<file path="src/rtl/sequence_generator_pkg.sv">
// Shared types for the serial pattern transmitter.
// FSM state encoding and default widths.
package sequence_generator_pkg;

  typedef enum logic [1:0] {
    S_IDLE,
    S_SHIFT,
    S_GAP,
    S_DONE
  } state_t;

  localparam int DEF_PAT_W = 8;
  localparam int DEF_LEN_W = 4;
  localparam int DEF_CNT_W = 4;
  localparam int DEF_GAP_W = 4;

endpackage

</file>
<file path="src/rtl/sequence_generator_bit_down_counter.sv">
// Loadable down-counter with zero flag.
// Saturates at zero; load has priority over decrement.
module bit_down_counter
  import sequence_generator_pkg::*;
#(
  parameter int W = DEF_LEN_W
) (
  input  logic         clk,
  input  logic         rst,
  input  logic         load,
  input  logic [W-1:0] val,
  input  logic         dec,
  output logic [W-1:0] cnt,
  output logic         zero
);

  always_ff @(posedge clk or negedge rst) begin
    if (!rst) begin
      cnt <= '0;
    end else if (load) begin
      cnt <= val;
    end else if (dec && cnt != '0) begin
      cnt <= cnt - W'(1);
    end
  end

  assign zero = (cnt == '0);

endmodule

</file>
<file path="src/rtl/sequence_generator.sv">
// Serial pattern transmitter: MSB-first frames on X,
// repeated with programmable idle gaps.
module sequence_generator
  import sequence_generator_pkg::*;
#(
  parameter int PAT_W = DEF_PAT_W,
  parameter int LEN_W = DEF_LEN_W,
  parameter int CNT_W = DEF_CNT_W,
  parameter int GAP_W = DEF_GAP_W
) (
  input  logic             clk,
  input  logic             rst,
  input  logic             start,
  input  logic [PAT_W-1:0] pattern,
  input  logic [LEN_W-1:0] len,
  input  logic [CNT_W-1:0] reps,
  input  logic [GAP_W-1:0] gap,
  output logic             X,
  output logic             x_valid,
  output logic             frame_end,
  output logic             busy,
  output logic             done
);

  localparam logic [LEN_W-1:0] PAT_L = LEN_W'(PAT_W);
  localparam logic [LEN_W-1:0] ONE_L = LEN_W'(1);

  state_t           state;
  logic [PAT_W-1:0] pat_q;
  logic [LEN_W-1:0] l_q;
  logic [GAP_W-1:0] gap_q;

  logic [LEN_W-1:0] bit_cnt;
  logic [CNT_W-1:0] rep_cnt;
  logic [GAP_W-1:0] gap_cnt;
  logic             bit_zero;
  logic             rep_zero;
  logic             gap_zero;

  logic             accept;
  logic             last_bit;
  logic [LEN_W-1:0] eff_l;
  logic [PAT_W-1:0] in_sh;
  logic [PAT_W-1:0] nxt_sh;
  logic [PAT_W-1:0] msb_sh;

  logic             bit_load;
  logic [LEN_W-1:0] bit_val;
  logic             bit_dec;
  logic             rep_load;
  logic [CNT_W-1:0] rep_val;
  logic             rep_dec;
  logic             gap_load;
  logic [GAP_W-1:0] gap_val;
  logic             gap_dec;

  always_comb begin
    accept   = start && (state == S_IDLE || state == S_DONE);
    last_bit = (state == S_SHIFT) && bit_zero;
    eff_l    = (len == '0 || len > PAT_L) ? PAT_L : len;
    in_sh    = pattern >> (eff_l - ONE_L);
    nxt_sh   = pat_q >> (bit_cnt - ONE_L);
    msb_sh   = pat_q >> (l_q - ONE_L);

    bit_load = accept
             || (last_bit && !rep_zero && gap_q == '0)
             || (state == S_GAP && gap_zero);
    bit_val  = accept ? eff_l - ONE_L : l_q - ONE_L;
    bit_dec  = (state == S_SHIFT) && !bit_zero;

    rep_load = accept;
    rep_val  = (reps == '0) ? '0 : reps - CNT_W'(1);
    rep_dec  = last_bit && !rep_zero;

    gap_load = last_bit && !rep_zero && gap_q != '0;
    gap_val  = gap_q - GAP_W'(1);
    gap_dec  = (state == S_GAP) && !gap_zero;
  end

  bit_down_counter #(.W(LEN_W)) u_bit (
    .clk  (clk),
    .rst  (rst),
    .load (bit_load),
    .val  (bit_val),
    .dec  (bit_dec),
    .cnt  (bit_cnt),
    .zero (bit_zero)
  );

  bit_down_counter #(.W(CNT_W)) u_rep (
    .clk  (clk),
    .rst  (rst),
    .load (rep_load),
    .val  (rep_val),
    .dec  (rep_dec),
    .cnt  (rep_cnt),
    .zero (rep_zero)
  );

  bit_down_counter #(.W(GAP_W)) u_gap (
    .clk  (clk),
    .rst  (rst),
    .load (gap_load),
    .val  (gap_val),
    .dec  (gap_dec),
    .cnt  (gap_cnt),
    .zero (gap_zero)
  );

  // Only the zero flags of the repeat and gap counters steer the FSM.
  logic unused_cnt;
  assign unused_cnt = ^{rep_cnt, gap_cnt};

  always_ff @(posedge clk or negedge rst) begin
    if (!rst) begin
      state     <= S_IDLE;
      pat_q     <= '0;
      l_q       <= '0;
      gap_q     <= '0;
      X         <= 1'b0;
      x_valid   <= 1'b0;
      frame_end <= 1'b0;
      busy      <= 1'b0;
      done      <= 1'b0;
    end else begin
      unique case (state)
        S_IDLE, S_DONE: begin
          done <= 1'b0;
          if (accept) begin
            state     <= S_SHIFT;
            pat_q     <= pattern;
            l_q       <= eff_l;
            gap_q     <= gap;
            X         <= in_sh[0];
            x_valid   <= 1'b1;
            frame_end <= (eff_l == ONE_L);
            busy      <= 1'b1;
          end else begin
            state     <= S_IDLE;
            X         <= 1'b0;
            x_valid   <= 1'b0;
            frame_end <= 1'b0;
            busy      <= 1'b0;
          end
        end
        S_SHIFT: begin
          if (!bit_zero) begin
            X         <= nxt_sh[0];
            frame_end <= (bit_cnt == ONE_L);
          end else if (rep_zero) begin
            state     <= S_DONE;
            X         <= 1'b0;
            x_valid   <= 1'b0;
            frame_end <= 1'b0;
            busy      <= 1'b0;
            done      <= 1'b1;
          end else if (gap_q == '0) begin
            X         <= msb_sh[0];
            frame_end <= (l_q == ONE_L);
          end else begin
            state     <= S_GAP;
            X         <= 1'b0;
            x_valid   <= 1'b0;
            frame_end <= 1'b0;
          end
        end
        S_GAP: begin
          if (gap_zero) begin
            state     <= S_SHIFT;
            X         <= msb_sh[0];
            x_valid   <= 1'b1;
            frame_end <= (l_q == ONE_L);
          end
        end
        default: state <= S_IDLE;
      endcase
    end
  end

endmodule
</file>
<file path="config.mk">
export PLATFORM = sky130hd
export DESIGN_NAME = sequence_generator
export DESIGN_NICKNAME = d
export VERILOG_FILES = /design/src/rtl/sequence_generator_pkg.sv /design/src/rtl/sequence_generator_bit_down_counter.sv /design/src/rtl/sequence_generator.sv
export SDC_FILE = /design/constraint.sdc
export NUM_CORES = 1
export LEC_CHECK = 0
export BUFFER_PORTS_ARGS = -buffer_cell sky130_fd_sc_hd__buf_2
export CAP_MARGIN = 10
export CORE_ASPECT_RATIO = 1.4
export CORE_MARGIN = 2
export CORE_UTILIZATION = 57
export CTS_CLUSTER_SIZE = 12
export DETAILED_ROUTE_END_ITERATION = 10
export HOLD_SLACK_MARGIN = 0.02
export PLACE_DENSITY = 0.83
export SYNTH_ARGS = -nofsm -noshare
export SYNTH_HDL_FRONTEND = slang
export SYNTH_SLANG_ARGS = --single-unit
</file>
<file path="constraint.sdc">
create_clock -name clk -period 2.6 [get_ports clk]
set_clock_uncertainty 0.15 [all_clocks]
set_input_delay 0.13 -clock clk [delete_from_list [all_inputs] [get_ports clk]]
set_output_delay 0.13 -clock clk [all_outputs]
set_load 0.05 [all_outputs]
</file>
======== Yosys cells after proc, flatten, opt, wreduce, memory -nomap -nowiden ========
Cells that the tools add are included.
storage, ports and cells
  register bits after elaboration ......... 35
  output and inout port bits .............. 5
cells by class
  add/subtract/negate cells ............... 7
  $lt $le $gt $ge ......................... 1
  equality and inequality tests ........... 10
  shifts and indexed selects .............. 3
  muxes and demuxes ....................... 39
  reductions and logical operators ........ 37
operators with widths
  kind                                                                   number
  4-bit two-way mux                                                      9
  4-bit by 1-bit subtractor with 4-bit output, second input constant     7
  4-bit zero test                                                        6
  8-bit by 4-bit >> shifter with 1-bit output                            3
  1-bit two-way mux                                                      20
  4-bit nonzero test                                                     4
  4-bit by 1-bit equality test with 1-bit output, second input constant  3
  1-bit logical AND                                                      11
  1-bit one-hot mux with 3 select lines                                  3
  2-bit two-way mux                                                      4
  2-bit nonzero test                                                     4
  2-bit inequality test, second input constant                           3
  2-bit one-hot mux with 3 select lines                                  1
  3-bit AND reduction                                                    2
  2-bit equality test, second input constant                             2
  4-bit greater-than comparator, second input constant                   1
  1-bit logical OR                                                       4
  1-bit one-hot mux with 2 select lines                                  2
  1-bit zero test                                                        3
  3-bit inequality test, second input constant                           1
  2-bit by 1-bit equality test with 1-bit output, second input constant  1
  2-bit zero test                                                        1
  2-bit AND reduction                                                    1
  2-bit OR reduction                                                     1

======== Depth between registers and ports, before layout ========
Gate-level depths: netlist of the first run.
  depth in word-level cells ............... 7
  mapped depth ............................ 11

======== Hierarchy ========
From an unflattened synthesis of the first run, not the netlist that was laid out.
second synthesis, totals
  cells, all modules ...................... 264
  area total of the unflattened synthesis .. 2,406.1 µm²
modules (own cells, without submodules)
  module              times used  cells each  area an instance (µm²)  sequential area each (µm²)
  sequence_generator  1           183         1,595.3                 575.6
  bit_down_counter    3           27          270.3                   100.1

======== Least setup slack after synthesis of the first run ========
OpenSTA, ideal clock, no wires.
  kind .................................... flip-flop to flip-flop
  from .................................... reg u_bit.cnt[0]
  to ...................................... reg u_bit.cnt[1]
  library setup time ...................... 0.077 ns
  data arrival time ....................... 2.042 ns
  slack ................................... 0.331 ns
  stages on the path, launching flop included .. 8
  buffers on the path ..................... 0
  clock period less this slack ............ 2.269 ns
  cells stage by stage .................... dfrtp_1 inv_1 ha_1 or3b_2 nand2_1 mux2_2 mux2_2 a21oi_1
on the way
  longest elaborated chain between the ends .. 7
  elaborated cells between the ends (all ways) .. 14
ends and longest elaborated chain
  element                                                                              RTL line                                   text
  start, declared                                                                      sequence_generator_bit_down_counter.sv:13  output logic [W-1:0] cnt,
  start signal, assigned                                                               sequence_generator_bit_down_counter.sv:21  cnt <= val;
  start signal, assigned                                                               sequence_generator_bit_down_counter.sv:23  cnt <= cnt - W'(1);
  branches (longest 7 deep; another with 4-bit by 1-bit subtractor with 4-bit output)  -
Parallel ways; which one is timed is not known. The select of a mux whose other input is x is not followed.
A chain may end at the register's enable or synchronous reset.

======== Worst setup path after layout of the first run ========
Same ends and word-level chain as after synthesis.

==> impl_metrics.py, run 1 <==
metrics = {
    "yosys": {
        "syn-num-nets": 254,
        "ys.warnings.count": 0,
        "async_reset_ff_frac": 1.00,
        "syn_area_mm2": 0.00221,
        "synth_edf_count": 0,
        "yosysSeqAreaShare": 0.396,
        "syn_area_per_cell_um2": 9.96,
        "synth.lib_cells_used.distinct": 47,
        "ys_ff_latch": 35,
        "ys.flop_type": "dfrtp_1",
        "synth_cells": 222,
    },
    "final_layout": {
        "syn_to_final_growth_pct": 20.4,
        "design_area_mm2": 0.00266,
        "final_common_cell": "dfrtp_1",
        "drive_gt1_frac": 0.255,
        "fillers": 282,
        "fin_cells": 313,
        "multi_input_area_mm2": 0.00125,
        "antenna_cells": 0,
        "fin_nets": 302,
        "final_cell_mix": "35 x dfrtp_1, 27 x buf_2, 20 x nand2_1",
        "seq_area_um2": 876,
    },
    "placed_design": {
        "routabilityCongestion": 0.818,
        "place_ws_ns": 0.144,
        "dp_cells": 286,
        "placed_area_mm2": 0.00239,
        "portBuffers": 27,
        "dp_hpwl_mm": 3.76,
    },
    "power": {
        "powerDensity_mw_per_mm2": 1020,
        "peakVddDrop_v": 0.000678,
        "power_mw": 2.72,
        "cellLeakagePower_nw": 1.19,
    },
    "floorplan": {
        "die_width_um": 56.7,
        "initial_utilization": 0.602,
        "die_area_mm2": 0.00440,
        "ios": 28,
        "rows": 26,
        "core_mm2": 0.00368,
        "fp.dieH_um": 77.7,
    },
    "hold_path": {
        "hold_class": "input pin to flip-flop",
    },
    "routing": {
        "drtIter0Drc": 44,
        "avgViaCountPerCell": 6.20,
        "via_count": 1940,
        "routedWlPerCell_um": 17.0,
        "remaining_drc_errors": 0,
        "drt_first_pass_iters": 4,
        "antenna_left": 0,
        "totalWireLength_mm": 5.32,
    },
    "setup_path": {
        "cp-end-kind": "flip-flop",
        "worstPathArrival_ns": 2.56,
        "worstSetupStartpointType": "flip-flop",
        "path_class": "flip-flop to flip-flop",
        "required_ns": 2.67,
        "cp_max_fo": 5,
    },
    "clock_tree": {
        "cts.path.max_buffers": 2,
        "clock_sinks": 35,
        "cts_buffers": 5,
        "clockRootBuffer": "clkbuf_8",
        "h-tree-depth": 2,
        "clk_latency_ns": 0.30,
        "cts.clk_slew.worst_paths_ns": 0.07,
        "cts_tree": "yes",
    },
    "outcome": {
        "status": "finished clean",
    },
    "grt": {
        "overflow": 0,
        "first_global_vias": 1923,
        "grt_pass1_wl_mm": 8.85,
        "antenna_found_initial": 0,
        "grt_max_degree": 36,
        "grtUsageTotal": 0.263,
    },
    "timing": {
        "timing.final.ws_setup_ns": 0.112,
        "max_slew_margin": 0.462,
        "worst_slew_pin_slew_ns": 0.807,
        "setup_viol": 0,
        "finalHoldViolCount": 0,
        "drv_slew": 0,
        "period_share": 0.957,
        "fmax_mhz": 402,
        "fin_crit_ns": 2.49,
    },
    "job": {
        "max_cap_viol_count": 0,
    },
}
## per-stage QoR
step / hold slack [ns] / setup TNS (ns) / util
3_5_place_dp: 0.112 / 0 / 0.650
2_1_floorplan: -0.316 / 0 / -
5_1_grt: 0.0549 / -0.0219 / 0.725
4_1_cts: 0.0348 / 0 / 0.719
6_report: 0.0352 / 0 / 0.725
3_3_place_gp: 0.104 / 0 / 0.650
## per-layer routing
metal / vias up / wire [um] / global-route usage
met2: 56 / 2990 / 0.480
met1: 957 / 1970 / 0.284
li1: 913 / - / -
met5: - / 0 / 0
met3: 14 / 169 / 0.0400
met4: 0 / 193 / 0.140
## final cells by class
class	count	share of cell area
Clock inverter	3	0.00564
Sequential cell	35	0.329
Timing Repair Buffer	51	0.134
Clock buffer	5	0.0258
Multi-Input combinational cell	166	0.470
Inverter	11	0.0155
Tap cell	42	0.0197
## registers in the layout, indices dropped and copies added, names as in the netlist, 2 cells and up
| name | flops |
|---|---|
| pat_q | 8 |
| gap_q | 4 |
| l_q | 4 |
| u_bit.cnt | 4 |
| u_gap.cnt | 4 |
| u_rep.cnt | 4 |
| state | 2 |
## cell families (layout without fill, tap and decap cells)
group / after synthesis / after routing / synth area share
adder cells (fa/ha/maj): 9 / 9 / 0.0509
AND/OR/NAND/NOR: 67 / 67 / 0.157
buffers and inverters: 21 / 70 / 0.0407
flip-flops: 35 / 35 / 0.396
XOR/XNOR: 9 / 9 / 0.0356
AO/OA/AOI/OAI: 52 / 52 / 0.157
multiplexers: 29 / 29 / 0.163
## repair_timing
item,in CTS,in global routing
resized for setup,0,1
setup endpoints to repair,0,2
buffers inserted,0,2
hold buffers,17,0
hold endpoints to repair,51,0
## synthesized netlist by cell type (all sizes together), types with 3 or more instances
library cell  number  share of area
a21oi             14          0.033
a221oi             4          0.016
a22oi              4          0.020
a31oi              4          0.011
buf                3         0.0096
clkbuf             7          0.012
dfrtp             35           0.40
ha                 9          0.051
inv               11          0.019
mux2              16          0.081
mux2i              9          0.041
mux4               4          0.041
nand2             20          0.034
nand3              3         0.0068
nor2              14          0.024
nor3              10          0.023
nor4               5          0.017
o21ai             13          0.029
or3                3         0.0085
xnor2              5          0.020
xor2               4          0.016
## path summary, 6_finish.rpt
path                              start  slack (ns)  depth (start not counted)      endpoint
setup / recovery           u_bit.cnt[0]        0.11                          7  u_bit.cnt[1]
hold / removal                  reps[1]        0.04                          3  u_rep.cnt[1]
setup reg to reg           u_bit.cnt[0]        0.11                          7  u_bit.cnt[1]
hold reg to reg                 x_valid        0.36                          1       x_valid
max in group asynchronous           rst        1.48                          2      pat_q[2]
min in group asynchronous           rst        0.31                          2  u_rep.cnt[2]
## where the power goes
part,internal [mW],switching [mW]
combinational,0.627,0.668
clock,0.183,0.211
sequential,0.778,0.256
total,1.59,1.13
## worst max-delay path, cell delays in order, from the launching register on
cell and delay [ns]:
dfrtp_1 0.46, inv_1 0.15, ha_1 0.24, or3b_2 0.49, nand2_1 0.15, mux2_2 0.36, mux2_2 0.26, a21oi_1 0.15
No activity file was read; power rests on OpenSTA's default activity.
==> inputs of run 2 (changes only) <==
--- a/config.mk
+++ b/config.mk
@@ -9,11 +9,12 @@
 export CAP_MARGIN = 10
 export CORE_ASPECT_RATIO = 1.4
 export CORE_MARGIN = 2
-export CORE_UTILIZATION = 57
+export CORE_UTILIZATION = 35
 export CTS_CLUSTER_SIZE = 12
 export DETAILED_ROUTE_END_ITERATION = 10
 export HOLD_SLACK_MARGIN = 0.02
-export PLACE_DENSITY = 0.83
+export PLACE_DENSITY = 0.59
+export REMOVE_ABC_BUFFERS = 1
 export SYNTH_ARGS = -nofsm -noshare
 export SYNTH_HDL_FRONTEND = slang
 export SYNTH_SLANG_ARGS = --single-unit
==> constraint.sdc (replaced) <==
create_clock -name clk -period 2.15 [get_ports clk]
set_clock_uncertainty 0.15 [all_clocks]
set_input_delay 0.1075 -clock clk [delete_from_list [all_inputs] [get_ports clk]]
set_output_delay 0.1075 -clock clk [all_outputs]
set_load 0.05 [all_outputs]
==> impl_metrics.py, run 2 (same netlist as run 1, synthesis figures left out) <==
metrics = {
    "timing": {
        "setup_viol": 0,
        "timing.final.ws_setup_ns": 0.0490,
        "max_slew_margin": 0.469,
        "worst_slew_pin_slew_ns": 0.796,
        "fin_crit_ns": 2.10,
        "rsz0062_at_grt": "yes",
        "fmax_mhz": 476,
        "period_share": 0.977,
        "finalHoldViolCount": 0,
        "tns_ns": 0,
        "drv_slew": 0,
        "worst_hold_slack_ns": 0.0243,
    },
    "setup_path": {
        "path_class": "flip-flop to flip-flop",
        "crit_path_start": "u_rep.cnt[0]",
        "cp-end-kind": "flip-flop",
        "crit-reg2reg-launch": "u_rep.cnt[0]",
        "worstPathArrival_ns": 2.12,
        "critPathCapture": "X",
        "worstReg2RegEnd": "X",
        "required_ns": 2.17,
        "worstSetupStartpointType": "flip-flop",
        "rr_worst_depth": 8,
        "r2r_slack_ns": 0.05,
        "cp_max_fo": 6,
    },
    "floorplan": {
        "initial_utilization": 0.359,
        "ios": 28,
        "fp.dieH_um": 98.1,
        "rows": 34,
        "die_area_mm2": 0.00698,
        "die_width_um": 71.2,
        "core_mm2": 0.00617,
    },
    "routing": {
        "avgViaCountPerCell": 5.25,
        "remaining_drc_errors": 0,
        "drt_first_pass_iters": 4,
        "antenna_left": 0,
        "totalWireLength_mm": 5.52,
        "routedWlPerCell_um": 15.1,
        "via_count": 1927,
        "drtIter0Drc": 84,
    },
    "clock_tree": {
        "cts.path.max_buffers": 2,
        "h-tree-depth": 2,
        "cts.clk_slew.worst_paths_ns": 0.07,
        "cts_buffers": 5,
        "clock_sinks": 35,
        "clockRootBuffer": "clkbuf_8",
        "clk_latency_ns": 0.29,
        "cts_tree": "yes",
    },
    "power": {
        "cellLeakagePower_nw": 1.31,
        "peakVddDrop_v": 0.000535,
        "powerDensity_mw_per_mm2": 1220,
    },
    "job": {
        "max_cap_viol_count": 0,
    },
    "final_layout": {
        "fillers": 582,
        "final_common_cell": "dfrtp_1",
        "syn_to_final_growth_pct": 33.9,
        "post-route-util": 0.480,
        "drive_gt1_frac": 0.363,
        "antenna_cells": 0,
        "largest_register": "pat_q",
        "final_cell_mix": "35 x dfrtp_1, 30 x buf_4, 27 x buf_2",
        "fin_nets": 326,
        "largest_reg_flops": 8,
    },
    "placed_design": {
        "place_ws_ns": -0.0156,
        "dp_hpwl_mm": 4.04,
        "portBuffers": 27,
        "routabilityCongestion": 0.913,
    },
    "outcome": {
        "status": "finished clean",
    },
    "hold_path": {
        "hold_class": "input pin to flip-flop",
    },
    "grt": {
        "first_global_vias": 2036,
        "grt_max_degree": 36,
        "grtUsageTotal": 0.168,
        "overflow": 0,
        "antenna_found_initial": 0,
        "grt_pass1_wl_mm": 9.29,
    },
}
-- run 2: worst min-delay path by stage --
stage,startpoint,end,cells past startpoint,slack (ns)
after global routing,len[3],u_bit.cnt[1],3,0.05
after CTS,len[3],u_bit.cnt[1],3,0.03
final,len[3],u_bit.cnt[1],3,0.02
after detailed placement,rst,gap_q[0],1,0.1
after global placement,rst,gap_q[0],1,0.09
after floorplan,rst,X,0,-0.34
-- run 2: worst max-delay path, cell delays in order (launching register included) --
cell and delay [ns]:
dfrtp_1 0.39, inv_2 0.08, ha_4 0.12, or3b_4 0.39
and3_4 0.22, buf_4 0.15, a21oi_2 0.14, nor4_1 0.06
o32a_1 0.28
-- run 2: power breakdown --
part | internal [mW] | switching, mW | leakage [nW]
clock | 0.228 | 0.243 | 0.0422
combinational | 1.01 | 0.912 | 0.845
sequential | 0.937 | 0.270 | 0.428
total | 2.18 | 1.43 | 1.31
-- run 2: cell type report --
cell class	instances	area (um^2)	share of cell area
well taps	72	90.1	0.0304
inverters	11	41.3	0.0139
repair buffers	75	551	0.186
multi-input cells	166	1320	0.447
clock buffers	7	76.3	0.0258
clock inverters	1	5.00	0.00169
flip-flops and latches	35	876	0.296
-- run 2: per-layer routing --
layer | up-vias | part of all wire | GRT usage
met5 | - | 0 | 0
met3 | 9 | 0.028 | 0.0289
met2 | 35 | 0.55 | 0.316
met1 | 926 | 0.41 | 0.186
li1 | 957 | - | -
met4 | 0 | 0.019 | 0.0537
-- run 2: what timing repair did --
| action | in CTS | in global routing |
|---|---|---|
| endpoints found under the setup margin | 6 | 8 |
| pin swaps | 1 | 7 |
| hold buffers | 17 | 0 |
| gates resized for setup | 4 | 17 |
| buffers inserted | 0 | 3 |
| endpoints found under the hold margin | 51 | 0 |
-- run 2: stage by stage --
| stage | cell area [um^2] | power [mW] | instances |
|---|---|---|---|
| after floorplan | 2160 | 2.35 | 212 |
| after global placement | 2610 | 2.94 | 339 |
| after detailed placement | 2610 | 2.98 | 339 |
| after CTS | 2870 | 3.50 | 364 |
| after global routing | 2960 | 3.89 | 367 |
| final | 2960 | 3.60 | 367 |
